### src/rtl/pc_gen_pkg.sv
// Shared frontend definitions: architectural width, fetch FSM states and boot PC.
package pc_gen_pkg;

    localparam int XLEN = 64;

    localparam logic [XLEN-1:0] PC_RESET_VECTOR = 64'h0000_0000_8000_0000;

    typedef enum logic [1:0] {
        BOOT = 2'd0,
        RUN  = 2'd1,
        HALT = 2'd2
    } fetch_state_e;

endpackage

### src/rtl/pc_gen.sv
// Fetch-PC generator: holds the fetch PC and steers it by redirect, late bpu
// prediction or sequential fall-through, killing the fetch a prediction overrides.
module pc_gen
    import pc_gen_pkg::*;
#(
    parameter logic [XLEN-1:0] RESET_VECTOR = PC_RESET_VECTOR,
    parameter int              FETCH_BYTES  = 8
) (
    input  logic            clock,
    input  logic            reset_n,
    output logic [XLEN-1:0] pc,
    output logic            pc_valid,
    input  logic            pc_ready,
    output logic            pc_handshake,
    output logic            pc_kill,
    input  logic            predict_valid,
    input  logic [XLEN-1:0] trigger_pc,
    input  logic [XLEN-1:0] predict_target,
    input  logic            redirect_valid,
    input  logic [XLEN-1:0] redirect_target,
    input  logic            halt_req
);

    localparam logic [XLEN-1:0] ALIGN_MASK = ~(XLEN'(FETCH_BYTES) - XLEN'(1));

    fetch_state_e    r_state;
    fetch_state_e    w_state_next;
    logic [XLEN-1:0] r_pc;
    logic [XLEN-1:0] w_pc_next;
    logic [XLEN-1:0] w_pc_seq;
    logic            r_pend_valid;
    logic [XLEN-1:0] r_pend_pc;
    logic            w_pred_hit;

    assign pc           = r_pc;
    assign pc_valid     = (r_state == RUN);
    assign pc_handshake = pc_valid & pc_ready;

    // A bpu result is only trusted for the fetch handshaken one cycle earlier.
    assign w_pred_hit = r_pend_valid & predict_valid & (trigger_pc == r_pend_pc) & ~redirect_valid;
    assign pc_kill    = w_pred_hit & pc_handshake;

    assign w_pc_seq = (r_pc & ALIGN_MASK) + XLEN'(FETCH_BYTES);

    always_comb begin
        w_state_next = r_state;
        w_pc_next    = r_pc;
        if (redirect_valid) begin
            w_state_next = RUN;
            w_pc_next    = redirect_target;
        end else begin
            case (r_state)
                BOOT:    w_state_next = RUN;
                RUN:     w_state_next = halt_req ? HALT : RUN;
                HALT:    w_state_next = HALT;
                default: w_state_next = BOOT;
            endcase
            if (w_pred_hit) begin
                w_pc_next = predict_target;
            end else if (pc_handshake) begin
                w_pc_next = w_pc_seq;
            end
        end
    end

    always_ff @(posedge clock) begin
        if (!reset_n) begin
            r_state <= BOOT;
            r_pc    <= RESET_VECTOR;
        end else begin
            r_state <= w_state_next;
            r_pc    <= w_pc_next;
        end
    end

    // A killed handshake still records pend; the target fetch that follows clears it.
    always_ff @(posedge clock) begin
        if (!reset_n) begin
            r_pend_valid <= 1'b0;
            r_pend_pc    <= '0;
        end else if (redirect_valid) begin
            r_pend_valid <= 1'b0;
        end else begin
            r_pend_valid <= pc_handshake;
            if (pc_handshake) begin
                r_pend_pc <= r_pc;
            end
        end
    end

endmodule
### config.mk
export PLATFORM = sky130hd
export DESIGN_NAME = pc_gen
export DESIGN_NICKNAME = d
export VERILOG_FILES = /design/src/rtl/pc_gen_pkg.sv /design/src/rtl/pc_gen.sv
export SDC_FILE = /design/constraint.sdc
export NUM_CORES = 1
export LEC_CHECK = 0
export CELL_PAD_IN_SITES_DETAIL_PLACEMENT = 0
export CELL_PAD_IN_SITES_GLOBAL_PLACEMENT = 1
export CORE_MARGIN = 3
export CORE_UTILIZATION = 30
export CTS_CLUSTER_DIAMETER = 50
export DETAILED_ROUTE_END_ITERATION = 16
export MAX_ROUTING_LAYER = met4
export PLACE_DENSITY_LB_ADDON = 0.12
export SYNTH_ARGS = -nofsm -noshare
export SYNTH_HDL_FRONTEND = slang
export SYNTH_SLANG_ARGS = --single-unit
### constraint.sdc
create_clock -name clock -period 3.6 [get_ports clock]
set_clock_uncertainty 0.15 [all_clocks]
set_input_delay 0.54 -clock clock [delete_from_list [all_inputs] [get_ports clock]]
set_output_delay 0.54 -clock clock [all_outputs]
set_load 0.005 [all_outputs]
; ---- Word level (Yosys, flattened, before mapping)
; Index checks and enable logic that the tools add are counted.
[totals]
ff_bits = 131
latch_bits = 0
mem_bits_rw = 0
romBits = 0
output_inout_bits = 67
word_cells = 26
memories = 0
[classes]
add_sub_neg = 1
n_mul = 0
div_mod_pow = 0
n_lt_le_gt_ge = 0
n_eq_ne = 3
shifts = 0
mux = 6
n_bitwise = 7
n_reduce_logical = 4
[ops]
columns = operator, n
row1 = $mux 64, 3
row2 = $add 64x4->64 const B, 1
row3 = $eq 64x64->1, 1
row4 = $pmux 2 s3, 1
row5 = $and 1x1->1, 5
row6 = $reduce_bool 3->1, 1
row7 = $eq 2x1->1 const B, 1
row8 = $eq 2x2->1 const B, 1
row9 = $logic_not 2->1, 1
row10 = $mux 2, 1
row11 = $not 1->1, 2
row12 = $reduce_and 2->1, 1
row13 = $reduce_or 2->1, 1
row14 = $mux 1, 1

; ---- Longest topological paths before layout
[depth]
ltp_word = 5
mapped_depth = 10
depth_no_buf = 8

; ---- Least setup slack after synthesis
; OpenSTA, ideal clock, no wires.
[synth_path]
kind = in2reg
start = input port trigger_pc[50]
end = register r_pc[61], in the netlist pc[61]
setup_ns = 0.074
arrival_ns = 2.592
slack_ns = 0.783
cell_stages = 10
path_buffers = 3
cell_sequence = xnor2_1 -> nand4_1 -> or4_1 -> or3_1 -> clkbuf_1 -> or2_1 -> buf_2 -> buf_6 -> a211o_1 -> a31oi_1
[synth_via]
elab_chain_cells = 5
elab_cells_between_ends = 6
cone_classes = eq/ne: 1 / mux: 2 / bitwise: 2 / reduce/logical: 1
[synth_lines]
columns = item, line_no
row1 = "start, declared", pc_gen.sv:17  ; input logic [XLEN-1:0] trigger_pc,
row2 = $eq 64x64->1 *, pc_gen.sv:40  ; assign w_pred_hit = r_pend_valid & predict_valid & (trigger_pc == r_pend_pc) & ~redirect_valid;
row3 = $and 1x1->1 * (2 in series), pc_gen.sv:40
row4 = $mux 64, pc_gen.sv:58  ; if (w_pred_hit) begin
row5 = $mux 64, pc_gen.sv:48  ; if (redirect_valid) begin
row6 = "end signal, assigned", pc_gen.sv:72  ; r_pc <= w_pc_next;
row7 = "end, declared", pc_gen.sv:28  ; logic [XLEN-1:0] r_pc;
; Mark *: on every way between the ends. The rest lies on a longest branch, timed or not.
; A chain may end at the register's enable or synchronous reset.

; ---- Worst setup path in the final report
[layout_path]
start = input port trigger_pc[37]
end = output port pc_kill
[layout_via]
elab_chain_cells = 4
[layout_lines]
columns = item, line_no
row1 = $eq 64x64->1, pc_gen.sv:40
row2 = $and 1x1->1 (2 in series), pc_gen.sv:40
row3 = $and 1x1->1, pc_gen.sv:41  ; assign pc_kill = w_pred_hit & pc_handshake;
row4 = "end, declared", pc_gen.sv:15  ; output logic pc_kill,
; No other way between the ends.

==> reports/results.ini <==
[floorplanning]
die_x_um=167.5
start_util=0.3079
ioPinCount=265
die-height_um=167.5
design.core.area_um2=25400
rows=58
die-area_um2=28040

[synth]
ys_types=47
yosysSeqAreaShare=0.3354
ys_ff_latch=131
avgSynthCellArea_um2=7.766
synth_edf_count=0
syn_inst=1007
ys_warn_count=0
async_flop_share=0
syn-cell-area_um2=7820
synthFlopType=dfxtp_1
postSynthNetCount=1206

[clock_tree]
clockBufferDepth=2
cts_hold_buffers=0
clkTransAtPathRegs_ns=0.07
cts_sinks=131
cts_tree=built
cts_setup_buffers=0
htreeDepth=4
clock_latency_ns=0.42
cts_resized=0
tritoncts.num_buffers=17
root_buffer=clkbuf_16

[placed_design]
placed_cells=1585
gp_congestion=0.8982
dp_hpwl_um=25840
post-place-ws_ns=0.1306
io_buffers=264

[global_route]
grt_pass1_wl_um=51610
antenna_found_initial=1
grt_pass1_vias=8321
grt_overflow=0
grt_max_degree=96
grtUsageTotal=0.2440

[timing]
period_needed_ns=3.404
max_slew_margin=0.3257
setup_violations=0
hold_violations=0
drv_slew=0
holdWs_ns=0.3156
min_period_over_period=0.9455
finalSetupTns_ns=0
rsz0062_at_grt=no
tightestPinTransition_ns=1.011
fmaxAchievable_ghz=0.2938
fin_ws_ns=0.1961

[cells_and_area]
layout.nets=1473
num-fill-cells=2605
drive_above_1_share=0.09091
fin_util=0.4629
syn2layout_area_growth_pct=50.34
fin_cells=1618

[power_and_ir_drop]
vdd_drop_max_uv=179.1
leakage_nw=4.272
powerDensity_nw_per_um2=380.3

[worst_setup_path]
cp_slowest_cell=clkdlybuf4s50_1
reg2reg_to=pc[57]
worstPathRequired_ns=2.91
critPathArrivalTime_ns=2.71
reg2reg_slack_ns=0.66
r2r_cells=7
worstSetupPathType=in2out
path_delay_family=simple AND/OR/NAND/NOR gates
end_kind=output port
reg2reg_from=pc[5]
crit_path_max_incr_delay_ns=0.51
cp_max_fo=2
critPathLaunchType=primary input
path_buf_inv=2
path_cells=clkdlybuf4s50_1 -> xor2_1 -> or2_2 -> nor3b_1 -> nand4_1 -> nor4_2 -> nand4_1 -> nor2_1 -> clkdlybuf4s50_1

[detailed_routing]
vias=8540
wl_per_cell_um=21.31
final_antenna_net_count=0
drtIter0Drc=897
drtPass1Iterations=5
via_per_inst=5.278
drc=0
finalWirelength_um=34490

[job]
drv_cap=0

[hold_path]
hold_end=r_pend_pc[60]
hp-start=r_pend_pc[60]
min_path_cells=2
hold_class=reg2reg

[run_status]
status=completed

-- metal layers --
| layer | vias to the layer above | GRT usage | routed length [µm] |
|---|---|---|---|
| li1 | 4179 | - | - |
| met1 | 4005 | 0.3585 | 17060 |
| met2 | 332 | 0.3554 | 15080 |
| met3 | 24 | 0.03730 | 2001 |
| met4 | 0 | 0.05016 | 349 |
| met5 | - | - | 0 |
-- how the worst max path moves through the flow --
stage | cells past startpoint | slack (ns) | to | start
2_1_floorplan | 10 | 0.78 | pc[61] | trigger_pc[50]
3_3_place_gp | 9 | 0.1 | pc_kill | trigger_pc[37]
3_5_place_dp | 9 | 0.13 | pc_kill | trigger_pc[37]
4_1_cts | 9 | 0.13 | pc_kill | trigger_pc[37]
5_1_grt | 9 | 0.04 | pc_kill | trigger_pc[37]
6_report | 9 | 0.20 | pc_kill | trigger_pc[37]
-- Yosys cell counts, types with 4 or more instances --
master / n / share of area
mux2i_1: 36 / 0.046
a211o_1: 12 / 0.013
nor4_1: 24 / 0.019
o21ai_1: 10 / 0.0064
xor2_1: 69 / 0.077
nand3_1: 32 / 0.020
a31oi_1: 13 / 0.010
o21ai_0: 24 / 0.015
and3_1: 14 / 0.011
nor2_1: 37 / 0.018
clkbuf_1: 61 / 0.029
o221ai_1: 45 / 0.050
o211ai_1: 17 / 0.016
inv_1: 5 / 0.0024
xnor2_1: 49 / 0.055
nand4_1: 30 / 0.024
nor3_1: 27 / 0.017
a21oi_1: 111 / 0.071
buf_2: 13 / 0.0083
and4_1: 8 / 0.0090
buf_1: 4 / 0.0019
nand2_1: 189 / 0.091
dfxtp_1: 131 / 0.34
or3_1: 4 / 0.0032
-- cell families (layout without fill, tap and decap cells) --
| kind of cell | after synthesis | count (layout) | synth area share |
|---|---|---|---|
| muxes | 36 | 36 | 0.04608 |
| buffers and inverters | 88 | 368 | 0.04624 |
| DFF | 131 | 131 | 0.3354 |
| AOI/OAI and AO/OA | 237 | 237 | 0.1901 |
| and+or+nand+nor | 396 | 396 | 0.2485 |
| adders and majority gates | 1 | 1 | 0.001600 |
| other | 0 | 1 | 0 |
| xor gates and xnor gates | 118 | 118 | 0.1322 |
-- tightest hold or removal path: stages (launching register included) --
cell and delay (ns):
dfxtp_1 0.32, nand2_1 0.05, a21oi_1 0.05
-- cell type report --
class / instances / area [µm²] / area share
antenna: 1 / 2.502 / 0.0002129
sequential: 131 / 2623 / 0.2231
tap: 330 / 412.9 / 0.03512
clock buffer: 18 / 429.2 / 0.03650
timing repair buffer: 328 / 3181 / 0.2705
multi-input combinational: 788 / 4863 / 0.4137
inverter: 8 / 30.03 / 0.002554
clock inverter: 14 / 215.2 / 0.01831
-- cell usage in the layout (no fill, tap or decap), types with 30 or more instances in the layout --
| master | n |
|---|---|
| a21oi_1 | 111 |
| nand2_1 | 188 |
| o221ai_1 | 45 |
| nand4_1 | 30 |
| nand3_1 | 32 |
| buf_4 | 59 |
| mux2i_1 | 36 |
| xnor2_1 | 49 |
| clkdlybuf4s50_1 | 263 |
| nor2_1 | 36 |
| dfxtp_1 | 131 |
| xor2_1 | 69 |
-- registers in the layout, summed over array words and instances (netlist names) --
name / flops
r_pend_valid: 1
pc: 64
r_state: 2
r_pend_pc: 64
-- power breakdown --
part / total [W] / internal (W) / switching [W]
registers: 0.00163 / 0.00153 / 0.000102
clock network: 0.00196 / 0.00119 / 0.000767
logic: 0.000888 / 0.000484 / 0.000404
-- stage by stage --
| step | instance area (µm²) | total power (W) |
|---|---|---|
| 5_1_grt | 11760 | 0.004630 |
| 6_report | 11760 | 0.004471 |
| 3_3_place_gp | 11100 | 0.002545 |
| 3_5_place_dp | 11100 | 0.002541 |
| 2_1_floorplan | 7820 | 0.001963 |
| 4_1_cts | 11750 | 0.004505 |
No activity file was read; power rests on OpenSTA's default activity.
